### config.mk
export PLATFORM = sky130hd
export DESIGN_NAME = mem_bus_master
export DESIGN_NICKNAME = d
export VERILOG_FILES = /design/src/rtl/mem_bus_master.sv
export SDC_FILE = /design/constraint.sdc
export NUM_CORES = 1
export LEC_CHECK = 0
export ABC_AREA = 1
export CORE_UTILIZATION = 35
export CTS_CLUSTER_DIAMETER = 80
export DETAILED_ROUTE_END_ITERATION = 10
export HOLD_SLACK_MARGIN = 0.12
export PLACE_DENSITY = 0.77
export SLEW_MARGIN = 15
export SYNTH_ARGS = -nofsm -noshare
export SYNTH_HDL_FRONTEND = slang
export SYNTH_SLANG_ARGS = --single-unit
export TNS_END_PERCENT = 5
### constraint.sdc
create_clock -name clk -period 1.6 [get_ports clk]
set_input_delay 0.16 -clock clk [delete_from_list [all_inputs] [get_ports clk]]
set_output_delay 0.16 -clock clk [all_outputs]
set_load 0.03 [all_outputs]
### src/rtl/mem_bus_master.sv
// -----------------------------------------------------------------------------
// mem_bus_master
//
// Data-bus master for the MEM stage. Accepts one load or store at a time,
// runs it as a req/ack transaction on the data bus and holds a stall request
// toward the pipeline controller while the transfer is outstanding. Returns
// read data plus a one-cycle done pulse qualified by an error flag, and
// handles pipeline flush (transfer is drained, result dropped) and bus
// timeout (request withdrawn, access completes with error).
//
// Ports
//   clk, rst          clock; asynchronous active-low reset
//   mem_req_i ...     MEM-stage access request (we/addr/wdata/sel)
//   flush_i           pipeline flush of the MEM stage
//   mem_rdata_o       captured load data
//   mem_done_o        one-cycle completion pulse
//   mem_err_o         qualifies mem_done_o: bus error, timeout or misalignment
//   stallreq_o        stall request to the pipeline controller
//   bus_*_o           registered bus request, held stable while outstanding
//   bus_ack_i         slave completes the transfer this cycle
//   bus_err_i         slave error, valid with bus_ack_i
//   bus_rdata_i       read data, valid with bus_ack_i
// -----------------------------------------------------------------------------
module mem_bus_master #(
    parameter int unsigned TIMEOUT_CYCLES = 16  // legal range 2..255
) (
    input  logic        clk,
    input  logic        rst,
    input  logic        mem_req_i,
    input  logic        mem_we_i,
    input  logic [31:0] mem_addr_i,
    input  logic [31:0] mem_wdata_i,
    input  logic [3:0]  mem_sel_i,
    input  logic        flush_i,
    output logic [31:0] mem_rdata_o,
    output logic        mem_done_o,
    output logic        mem_err_o,
    output logic        stallreq_o,
    output logic        bus_req_o,
    output logic        bus_we_o,
    output logic [31:0] bus_addr_o,
    output logic [31:0] bus_wdata_o,
    output logic [3:0]  bus_sel_o,
    input  logic        bus_ack_i,
    input  logic        bus_err_i,
    input  logic [31:0] bus_rdata_i
);

    typedef enum logic [1:0] {
        IDLE,
        BUSY,
        DONE,
        DRAIN
    } state_e;

    // Counter value on the last BUSY/DRAIN cycle before the access is aborted.
    localparam logic [7:0] CNT_LAST = 8'(TIMEOUT_CYCLES - 1);

    state_e      state_q, state_d;
    logic [7:0]  cnt_q, cnt_d;
    logic        err_q, err_d;
    logic [31:0] rdata_q, rdata_d;
    logic        bus_req_q, bus_req_d;
    logic        bus_we_q, bus_we_d;
    logic [31:0] bus_addr_q, bus_addr_d;
    logic [31:0] bus_wdata_q, bus_wdata_d;
    logic [3:0]  bus_sel_q, bus_sel_d;

    logic        stall;
    logic        done;
    logic        misaligned;
    logic        timeout;

    // Word access must be word aligned; halfword access must be halfword aligned.
    assign misaligned = ((mem_sel_i == 4'b1111) && (mem_addr_i[1:0] != 2'b00)) ||
                        (((mem_sel_i == 4'b0011) || (mem_sel_i == 4'b1100)) &&
                         mem_addr_i[0]);

    assign timeout = (cnt_q == CNT_LAST);

    // NOTE: every signal assigned in this block gets a default first, so no
    // path leaves it unassigned and no latch is inferred.
    always_comb begin
        state_d     = state_q;
        cnt_d       = cnt_q;
        err_d       = err_q;
        rdata_d     = rdata_q;
        bus_req_d   = bus_req_q;
        bus_we_d    = bus_we_q;
        bus_addr_d  = bus_addr_q;
        bus_wdata_d = bus_wdata_q;
        bus_sel_d   = bus_sel_q;
        stall       = 1'b0;
        done        = 1'b0;

        unique case (state_q)
            IDLE: begin
                if (mem_req_i && !flush_i) begin
                    stall = 1'b1;
                    if (misaligned) begin
                        // Reject without touching the bus.
                        err_d   = 1'b1;
                        state_d = DONE;
                    end else begin
                        bus_req_d   = 1'b1;
                        bus_we_d    = mem_we_i;
                        bus_addr_d  = mem_addr_i;
                        bus_wdata_d = mem_wdata_i;
                        bus_sel_d   = mem_sel_i;
                        cnt_d       = 8'd0;
                        state_d     = BUSY;
                    end
                end
            end

            BUSY: begin
                stall = 1'b1;
                if (bus_ack_i) begin
                    // The transfer is complete on the bus even when flushed;
                    // a flush only discards the result.
                    bus_req_d = 1'b0;
                    cnt_d     = 8'd0;
                    if (flush_i) begin
                        state_d = IDLE;
                    end else begin
                        err_d   = bus_err_i;
                        if (!bus_we_q) begin
                            rdata_d = bus_rdata_i;
                        end
                        state_d = DONE;
                    end
                end else if (timeout) begin
                    bus_req_d = 1'b0;
                    cnt_d     = 8'd0;
                    if (flush_i) begin
                        state_d = IDLE;
                    end else begin
                        err_d   = 1'b1;
                        state_d = DONE;
                    end
                end else begin
                    cnt_d = cnt_q + 8'd1;
                    if (flush_i) begin
                        state_d = DRAIN;
                    end
                end
            end

            DRAIN: begin
                // A new access must wait until the abandoned transfer ends.
                stall = mem_req_i;
                if (bus_ack_i || timeout) begin
                    bus_req_d = 1'b0;
                    cnt_d     = 8'd0;
                    state_d   = IDLE;
                end else begin
                    cnt_d = cnt_q + 8'd1;
                end
            end

            DONE: begin
                // mem_req_i still belongs to the completing instruction here.
                done    = !flush_i;
                state_d = IDLE;
            end

            default: state_d = IDLE;
        endcase
    end

    // NOTE: state registers use non-blocking assignments so every register
    // samples the pre-edge value of every other register.
    always_ff @(posedge clk or negedge rst) begin
        if (!rst) begin
            state_q     <= IDLE;
            cnt_q       <= 8'd0;
            err_q       <= 1'b0;
            rdata_q     <= 32'd0;
            bus_req_q   <= 1'b0;
            bus_we_q    <= 1'b0;
            bus_addr_q  <= 32'd0;
            bus_wdata_q <= 32'd0;
            bus_sel_q   <= 4'd0;
        end else begin
            state_q     <= state_d;
            cnt_q       <= cnt_d;
            err_q       <= err_d;
            rdata_q     <= rdata_d;
            bus_req_q   <= bus_req_d;
            bus_we_q    <= bus_we_d;
            bus_addr_q  <= bus_addr_d;
            bus_wdata_q <= bus_wdata_d;
            bus_sel_q   <= bus_sel_d;
        end
    end

    // The stall path is combinational from mem_req_i, so it is gated by reset
    // to keep every output low while reset is held.
    assign stallreq_o  = stall & rst;
    assign mem_done_o  = done;
    assign mem_err_o   = done & err_q;
    assign mem_rdata_o = rdata_q;
    assign bus_req_o   = bus_req_q;
    assign bus_we_o    = bus_we_q;
    assign bus_addr_o  = bus_addr_q;
    assign bus_wdata_o = bus_wdata_q;
    assign bus_sel_o   = bus_sel_q;

endmodule

=== Word level (Yosys, flattened, before mapping) ===
Cells that the tools add are included.

* Logic and storage cells: 77
* Bits of input ports: 107
* Output and inout bits: 105
* Register bits after elaboration: 113

* Add/sub/neg operators: 1
* Reduce and logical (&&, ||, !) cells: 17
* Multiplexer cells: 30
* Bitwise operators: 5
* Eq/ne operators: 15

{| class="wikitable"
|+ Operators by type and width
! cell !! number
|-
| 2-to-1 mux 8 bit || 5
|-
| one-hot mux 8 bit (3 select lines) || 1
|-
| 2-to-1 mux 2 bit || 7
|-
| 2-to-1 mux 1 bit || 13
|-
| != test 3 bit (second input constant) || 3
|-
| AND reduction 3 bit || 3
|-
| adder 8 x 1 -> 8 bit (second input constant) || 1
|-
| == test 4 bit (second input constant) || 2
|-
| == test 8 x 4 -> 1 bit (second input constant) || 1
|-
| != test 2 bit (second input constant) || 4
|-
| one-hot mux 2 bit (4 select lines) || 1
|-
| one-hot mux 1 bit (3 select lines) || 2
|-
| AND reduction 6 bit || 1
|-
| AND reduction 5 bit || 1
|-
| == test 2 bit (second input constant) || 2
|-
| == test 4 x 2 -> 1 bit (second input constant) || 1
|-
| != test 4 bit (second input constant) || 1
|-
| AND reduction 4 bit || 1
|-
| nonzero test 2 bit || 2
|-
| logical AND 1 bit || 3
|-
| logical OR 1 bit || 3
|-
| NOT 1 bit || 3
|-
| nonzero test 3 bit || 1
|-
| AND 1 bit || 2
|-
| other kinds (4) || 4
|}

=== Longest topological paths before layout ===
Gate-level depths: netlist of the first run.

* Depth in word-level cells: 7
* Mapped depth: 10

=== Least setup slack after synthesis of the first run ===
No wires, ideal clock.

* Path type: register to output
* From: reg state_q[1]
* To: out mem_err_o
* Required time: 1.440 ns
* Buffers on the path: 0
* Setup slack: -0.239 ns
* Cell stages (with the launch flop): 4
* Arrival time: 1.679 ns
* Path through: dfrtp_1 > inv_1 > nor3_1 > and2_1

* Cells in the longest elaborated chain, start to end: 3

{| class="wikitable"
|+ RTL lines
! item !! RTL line !! RTL
|-
| start, declared || 59 || <nowiki>state_e state_q, state_d;</nowiki>
|-
| start signal, assigned || 185 || <nowiki>state_q <= state_d;</nowiki>
|-
| == test 2 bit || 96 || <nowiki>unique case (state_q)</nowiki>
|-
| 2-to-1 mux 1 bit || 96 ||
|-
| named net mem_done_o || 36 || <nowiki>output logic mem_done_o,</nowiki>
|-
| AND 1 bit || 201 || <nowiki>assign mem_err_o = done & err_q;</nowiki>
|-
| end, declared || 37 || <nowiki>output logic mem_err_o,</nowiki>
|}

The timed path passes the listed nets, and every way through them passes these cells.

=== Worst setup path in the final report of the first run ===
* From: reg state_q[0]
* To: out mem_err_o

* Cells in the longest elaborated chain, start to end: 3

{| class="wikitable"
|+ RTL lines
! item !! RTL line
|-
| == test 2 bit || 96
|-
| 2-to-1 mux 1 bit || 96
|-
| AND 1 bit || 201
|}

No other way between the ends.

==> impl_metrics.yaml, run 1 <==
outcome:
  status: "complete, no violations"
routing:
  drtIter0Drc: 197
  drt_pass1_iterations: 4
  ant_nets: 0
  wl_per_cell_um: 13.9
  via_count: 4030
  via_per_inst: 4.48
  routed_wl_mm: 12.5
  route.detailed.drc: 0
power_and_ir_drop:
  peakVddDrop_uv: 736
  power.density_nw_per_um2: 2010
  p_leak_nw: 4.26
setup_path:
  reg2reg_depth: 7
  worstReg2RegStart: "cnt_q[0]"
  cpPeakStageDelay_ns: 0.40
  cp.depth: 4
  crit_path_max_fanout: 4
  worstReg2RegEnd: "state_q[1]"
  critPathArrivalTime_ns: 1.41
  endpoint_kind: "primary output"
  crit_type: "flop to primary output"
  cpLargestDelayFamily: "flip-flops"
  critical_path.endpoint: "mem_err_o"
  crit_slowest_cell: "dfrtp_1"
  start_kind: "flop"
  cp.required_ns: 1.44
  cpMostUsedCell: "buf_6"
  crit_chain: "buf_6 -> nor3_4 -> and2_4 -> buf_6"
  reg2reg_slack_ns: 0.09
  cp.buffers_inverters: 2
  cp-startpoint: "state_q[0]"
final_layout:
  multi_input_area_um2: 1580
  drive_above_1_share: 0.145
  n_fill_cell: 1137
  nNetsFinal: 818
  finish.instance_area_um2: 7890
  syn2layout_area_growth_pct: 64.1
  utilization: 0.593
  diodes: 0
  seqCellArea_um2: 2830
sta:
  hold_violations: 0
  max_slew.worst_pin.slew_ns: 0.611
  fin_hold_ws_ns: 0.291
  layout_min_cycle_time_ns: 1.57
  slew-limit-headroom: 0.593
  rsz0062_at_grt: "yes"
  setup_viol: 0
  fin_skew_ns: 0.00392
  final.setup.worst_slack_ns: 0.0273
  min_period_over_period: 0.983
  max_freq_ghz: 0.636
  slew_violations: 0
clocking:
  cts_buffer_depth: 2
  post_cts_buffers: 0
  cts_root_buf: "clkbuf_16"
  cts_buffers: 17
  clock_sinks: 113
  clock_latency_ns: 0.41
  tritoncts: "yes"
  path_clk_slew_ns: 0.05
  htreeDepth: 4
yosys:
  synthArstFlopShare: 1.00
  synthTopCellsByArea: "dfrtp_1 59%, mux2_4 9.4%, nand2_1 8.0%, inv_1 6.4%, o21ai_1 4.4%"
  ys_warn_count: 0
  syn_nets: 579
  synth_ff_type: "dfrtp_1"
  synth_top_cell_by_area: "dfrtp_1"
  synth_edf_count: 0
  synth-seq-cells: 113
  synth_cell_types: 28
  syn_area_per_cell_um2: 10.2
  synth_top_area_frac: 0.588
  syn_area_um2: 4810
  syn_inst: 471
  synth.yosys.seq_area_share: 0.588
min_path:
  hp-class: "input pin to flop"
flow_run:
  max_cap_violations: 0
global_routing:
  grt.total_usage: 0.186
  grt-ovfl-total: 0
  first_global_vias: 4099
  grt_start_max_net_pins: 114
  antenna_found_initial: 0
  grt_pass1_wl_mm: 20.4
floorplan:
  die_y_um: 119
  die_x_um: 119
  initial_core_util: 0.362
  die_area_um2: 14200
  placeableCoreArea_um2: 13300
  rows: 42
  io_pins: 212
place:
  portBuffers: 211
  dp_hpwl_mm: 9.21
  gp_congestion: 0.861
  post_dp_cell_area_um2: 7270
  pre_cts_ws_ns: -0.211
[synthesized netlist by cell type (all sizes together) (2+ instances only)]
cell	instances
o2111ai	3
dfrtp	113
xor2	3
o21bai	2
o21ai	77
o211ai	2
clkbuf	2
nor2	12
nand3	15
buf	16
nand4	3
inv	83
nand2	102
mux2	32
[worst register-to-register path: stages, from the launching register on]
cell and delay [ns]:
dfrtp_1 0.41, ha_1 0.24, nand3_2 0.17, o21bai_4 0.21, nor2_1 0.08, o21ai_1 0.14
nand3_1 0.11, nand2_1 0.08
[cell type report]
cell class | instances | area share
tap | 176 | 0.0279
clock inverter | 13 | 0.0233
clock buffer | 19 | 0.0574
inverter | 83 | 0.0398
sequential | 113 | 0.359
timing repair buffer | 238 | 0.292
multi-input combinational | 257 | 0.201
[state kept, by name, indices dropped and copies added (netlist names)]
name         count
bus_addr_o      32
bus_req_o        1
bus_sel_o        4
bus_wdata_o     32
bus_we_o         1
cnt_q            8
err_q            1
mem_rdata_o     32
state_q          2
[worst min-delay path by stage]
stage,start,end,slack [ns],cells after the start
2_1_floorplan,rst,bus_addr_o[0],-0.14,0
3_3_place_gp,rst,bus_addr_o[1],0.34,2
3_5_place_dp,rst,bus_addr_o[1],0.35,2
4_1_cts,mem_wdata_i[3],bus_wdata_o[3],0.27,3
5_1_grt,mem_wdata_i[6],bus_wdata_o[6],0.29,3
6_report,mem_wdata_i[3],bus_wdata_o[3],0.29,3
[metal layers]
layer,vias to the layer above,global-route usage,part of all wire
met3,28,0.0479,0.054
li1,1982,-,-
met5,-,0,0
met4,0,0.0878,0.025
met2,120,0.318,0.51
met1,1900,0.217,0.41
[per-stage QoR]
| step | total power, mW | std cells | TNS (ns) |
|---|---|---|---|
| final | 15.9 | 899 | 0 |
| after global routing | 16.7 | 899 | -0.0795 |
| after CTS | 16.1 | 899 | -0.00220 |
| after detailed placement | 12.7 | 866 | -8.76 |
| after global placement | 12.6 | 866 | -4.28 |
| after floorplan | 9.22 | 471 | 0 |
[layout by cell type, fill, tap and decap left out, types with 2 or more instances in the layout]
master / instances
nand3_4: 2
o21ai_0: 33
o21ai_1: 44
buf_12: 5
nor2_1: 11
buf_6: 3
clkbuf_8: 2
o2111ai_1: 3
mux2_4: 30
clkinvlp_4: 6
nand4_1: 3
xor2_1: 3
clkbuf_16: 17
inv_1: 81
nand2_1: 102
dlymetal6s2s_1: 14
buf_4: 22
nand3_1: 12
dfrtp_1: 112
clkdlybuf4s50_1: 105
o211ai_1: 2
clkinv_2: 2
dlygate4sd2_1: 88
bufinv_16: 4
mux2_2: 2
[power by group]
part | internal (mW) | switching (mW)
Clock | 2.68 | 1.31
Combinational | 2.73 | 4.30
Sequential | 4.16 | 0.692
[cell families (layout without fill, tap and decap cells)]
family                     after synthesis  count (layout)  share of synthesized area
buffers and inverters                  101             353                     0.0914
AOI/OAI and AO/OA                       87              87                     0.0960
xor gates and xnor gates                 3               3                    0.00547
and+or+nand+nor                        134             134                      0.118
muxes                                   32              32                     0.0984
DFF                                    113             113                      0.588
adders and majority gates                1               1                    0.00260
[what timing repair did]
action | in CTS | in global routing
cloned | 0 | 0
pin swaps | 3 | 0
endpoints found under the hold margin | 113 | 0
hold buffers | 1 | 0
gates resized for setup | 99 | 18
endpoints found under the setup margin | 91 | 23
(Power assumes the default switching activity.)
==> run 2: changes to the inputs <==
CTS_BUF_LIST = sky130_fd_sc_hd__clkbuf_2   (was not set)
==> run 2 against run 1 <==
  * The flow now finishes with violations (setup timing)
  * Die area did not move
  * Register-to-register slack got worse by 0.05 ns
  * Global-route usage rose by 3.1 points
  * Routed wire length rose by 18%
  * Largest cell class is now buffers
  * Largest power group unchanged
==> impl_metrics.yaml, run 2 (synthesis results as in run 1) <==
outcome:
  status: "complete, but fails checks"
  violations: "setup timing"
floorplan:
  die_area_um2: 14200
  rows: 42
  initial_core_util: 0.362
  die_x_um: 119
  die_y_um: 119
  io_pins: 212
  placeableCoreArea_um2: 13300
setup_path:
  endpoint_kind: "primary output"
  crit_chain: "buf_6 -> nor3_4 -> and2_4 -> buf_6"
  reg2reg_depth: 7
  crit_type: "flop to primary output"
  cpPeakStageDelay_ns: 0.43
  start_kind: "flop"
  cp.required_ns: 1.44
  critPathArrivalTime_ns: 1.66
  crit_slowest_cell: "dfrtp_1"
  cpMostUsedCell: "buf_6"
  crit_path_max_fanout: 3
power_and_ir_drop:
  total_power_mw: 14.9
  power.density_nw_per_um2: 1700
  peakVddDrop_uv: 817
  combPwrFrac: 0.528
  p_switching_mw: 6.36
  power_frac_seq: 0.329
  p_leak_nw: 4.28
  sw_frac_of_total: 0.428
  p_clk_frac: 0.143
  internal_power_mw: 8.51
clocking:
  htreeDepth: 4
  cts_buffers: 17
  tritoncts: "yes"
  path_clk_slew_ns: 0.17
  cts_root_buf: "clkbuf_2"
  clock_sinks: 113
  cts_buffer_depth: 2
  clock_latency_ns: 0.66
final_layout:
  drive_above_1_share: 0.257
  diodes: 0
  nNetsFinal: 923
  final_cell_mix: "112 x dfrtp_1, 105 x clkdlybuf4s50_1, 102 x nand2_1"
  n_fill_cell: 980
  syn2layout_area_growth_pct: 82.3
  mostFrequentLayoutCell: "dfrtp_1"
  instances_no_fill: 1004
  utilization: 0.659
sta:
  slew_violations: 0
  setup_viol: 3
  final.setup.worst_slack_ns: -0.225
  fin_skew_ns: 0.0136
  max_slew.worst_pin.slew_ns: 0.596
  slew-limit-headroom: 0.602
  max_freq_ghz: 0.548
  fin_hold_ws_ns: 0.166
  hold_violations: 0
  layout_min_cycle_time_ns: 1.82
  rsz0062_at_grt: "yes"
  min_period_over_period: 1.14
global_routing:
  antenna_found_initial: 0
  grt-ovfl-total: 0
  grt_pass1_wl_mm: 23.7
  grt_start_max_net_pins: 114
  first_global_vias: 4826
  grt.total_usage: 0.216
place:
  pre_cts_ws_ns: -0.211
  dp_hpwl_mm: 9.21
  portBuffers: 211
  dp_cells: 866
  gp_congestion: 0.861
flow_run:
  max_cap_violations: 0
routing:
  via_per_inst: 4.51
  drtIter0Drc: 259
  routed_wl_mm: 14.8
  drt_pass1_iterations: 4
  wl_per_cell_um: 14.7
  ant_nets: 0
  via_count: 4524
  route.detailed.drc: 0
min_path:
  hp-class: "input pin to asynchronous set/reset pin"
-- run 2: changes by cell type in the layout (fill, tap and decap cells not counted), moves of 14 or more --
| cell | previous run | this run |
|---|---|---|
| clkdlybuf4s15_2 | 0 | 99 |
| clkbuf_16 | 17 | 0 |
| dlygate4sd2_1 | 88 | 0 |
| clkbuf_2 | 0 | 17 |
| dlymetal6s2s_1 | 14 | 0 |
| dlygate4sd3_1 | 1 | 100 |
-- run 2: final timing paths --
kind	startpoint	slack (ns)	to
worst max-delay path	state_q[0]	-0.22	mem_err_o
worst min-delay path	rst	0.17	bus_addr_o[5]
worst max register to register	cnt_q[0]	0.04	state_q[1]
worst min register to register	err_q	0.50	err_q
max in group asynchronous	rst	0.98	bus_addr_o[7]
min in group clk	mem_addr_i[1]	0.21	bus_addr_o[1]
-- run 2: critical path, delay by kind of cell, from the launching register on --
family / cells / cell delay [ns]
buffers and inverters: 2 / 0.25
flip-flops: 1 / 0.43
AND/OR/NAND/NOR: 2 / 0.33
-- run 2: metrics by stage --
stage          instance area (µm²)  TNS (ns)
2_1_floorplan                 4810         0
3_3_place_gp                  7270     -4.28
3_5_place_dp                  7270     -8.76
4_1_cts                       8690     -1.73
5_1_grt                       8760     -5.29
6_report                      8760    -0.619
-- run 2: per-layer routing --
metal,vias to the layer above,GRT usage,share of wire
met5,-,0,0
met4,0,0.116,0.039
met3,43,0.0570,0.048
met2,146,0.391,0.53
met1,2144,0.229,0.38
li1,2191,-,-
-- run 2: power groups by stage --
stage / Sequential, mW / Clock, mW / Combinational [mW]
detailed placement: 4.94 / 0 / 7.81
floorplan: 7.36 / 0 / 1.86
global placement: 4.87 / 0 / 7.68
finish: 4.89 / 2.13 / 7.86
CTS: 4.87 / 2.20 / 7.72
global route: 5.04 / 2.33 / 8.28
-- run 2: what timing repair did --
item	4_1_cts	5_1_grt
pin swaps	3	2
resized for setup	320	12
hold endpoints to repair	212	0
hold buffers	100	0
endpoints found under the setup margin	107	153
cloned	0	0
buffers inserted	2	4
-- run 2: final cells by class --
class | count | area (µm²) | area share
multi-input combinational | 257 | 1580 | 0.181
sequential | 113 | 2830 | 0.323
tap | 176 | 220 | 0.0251
clock buffer | 17 | 85.1 | 0.00971
inverter | 83 | 314 | 0.0358
clock inverter | 15 | 191 | 0.0218
timing repair buffer | 343 | 3540 | 0.404
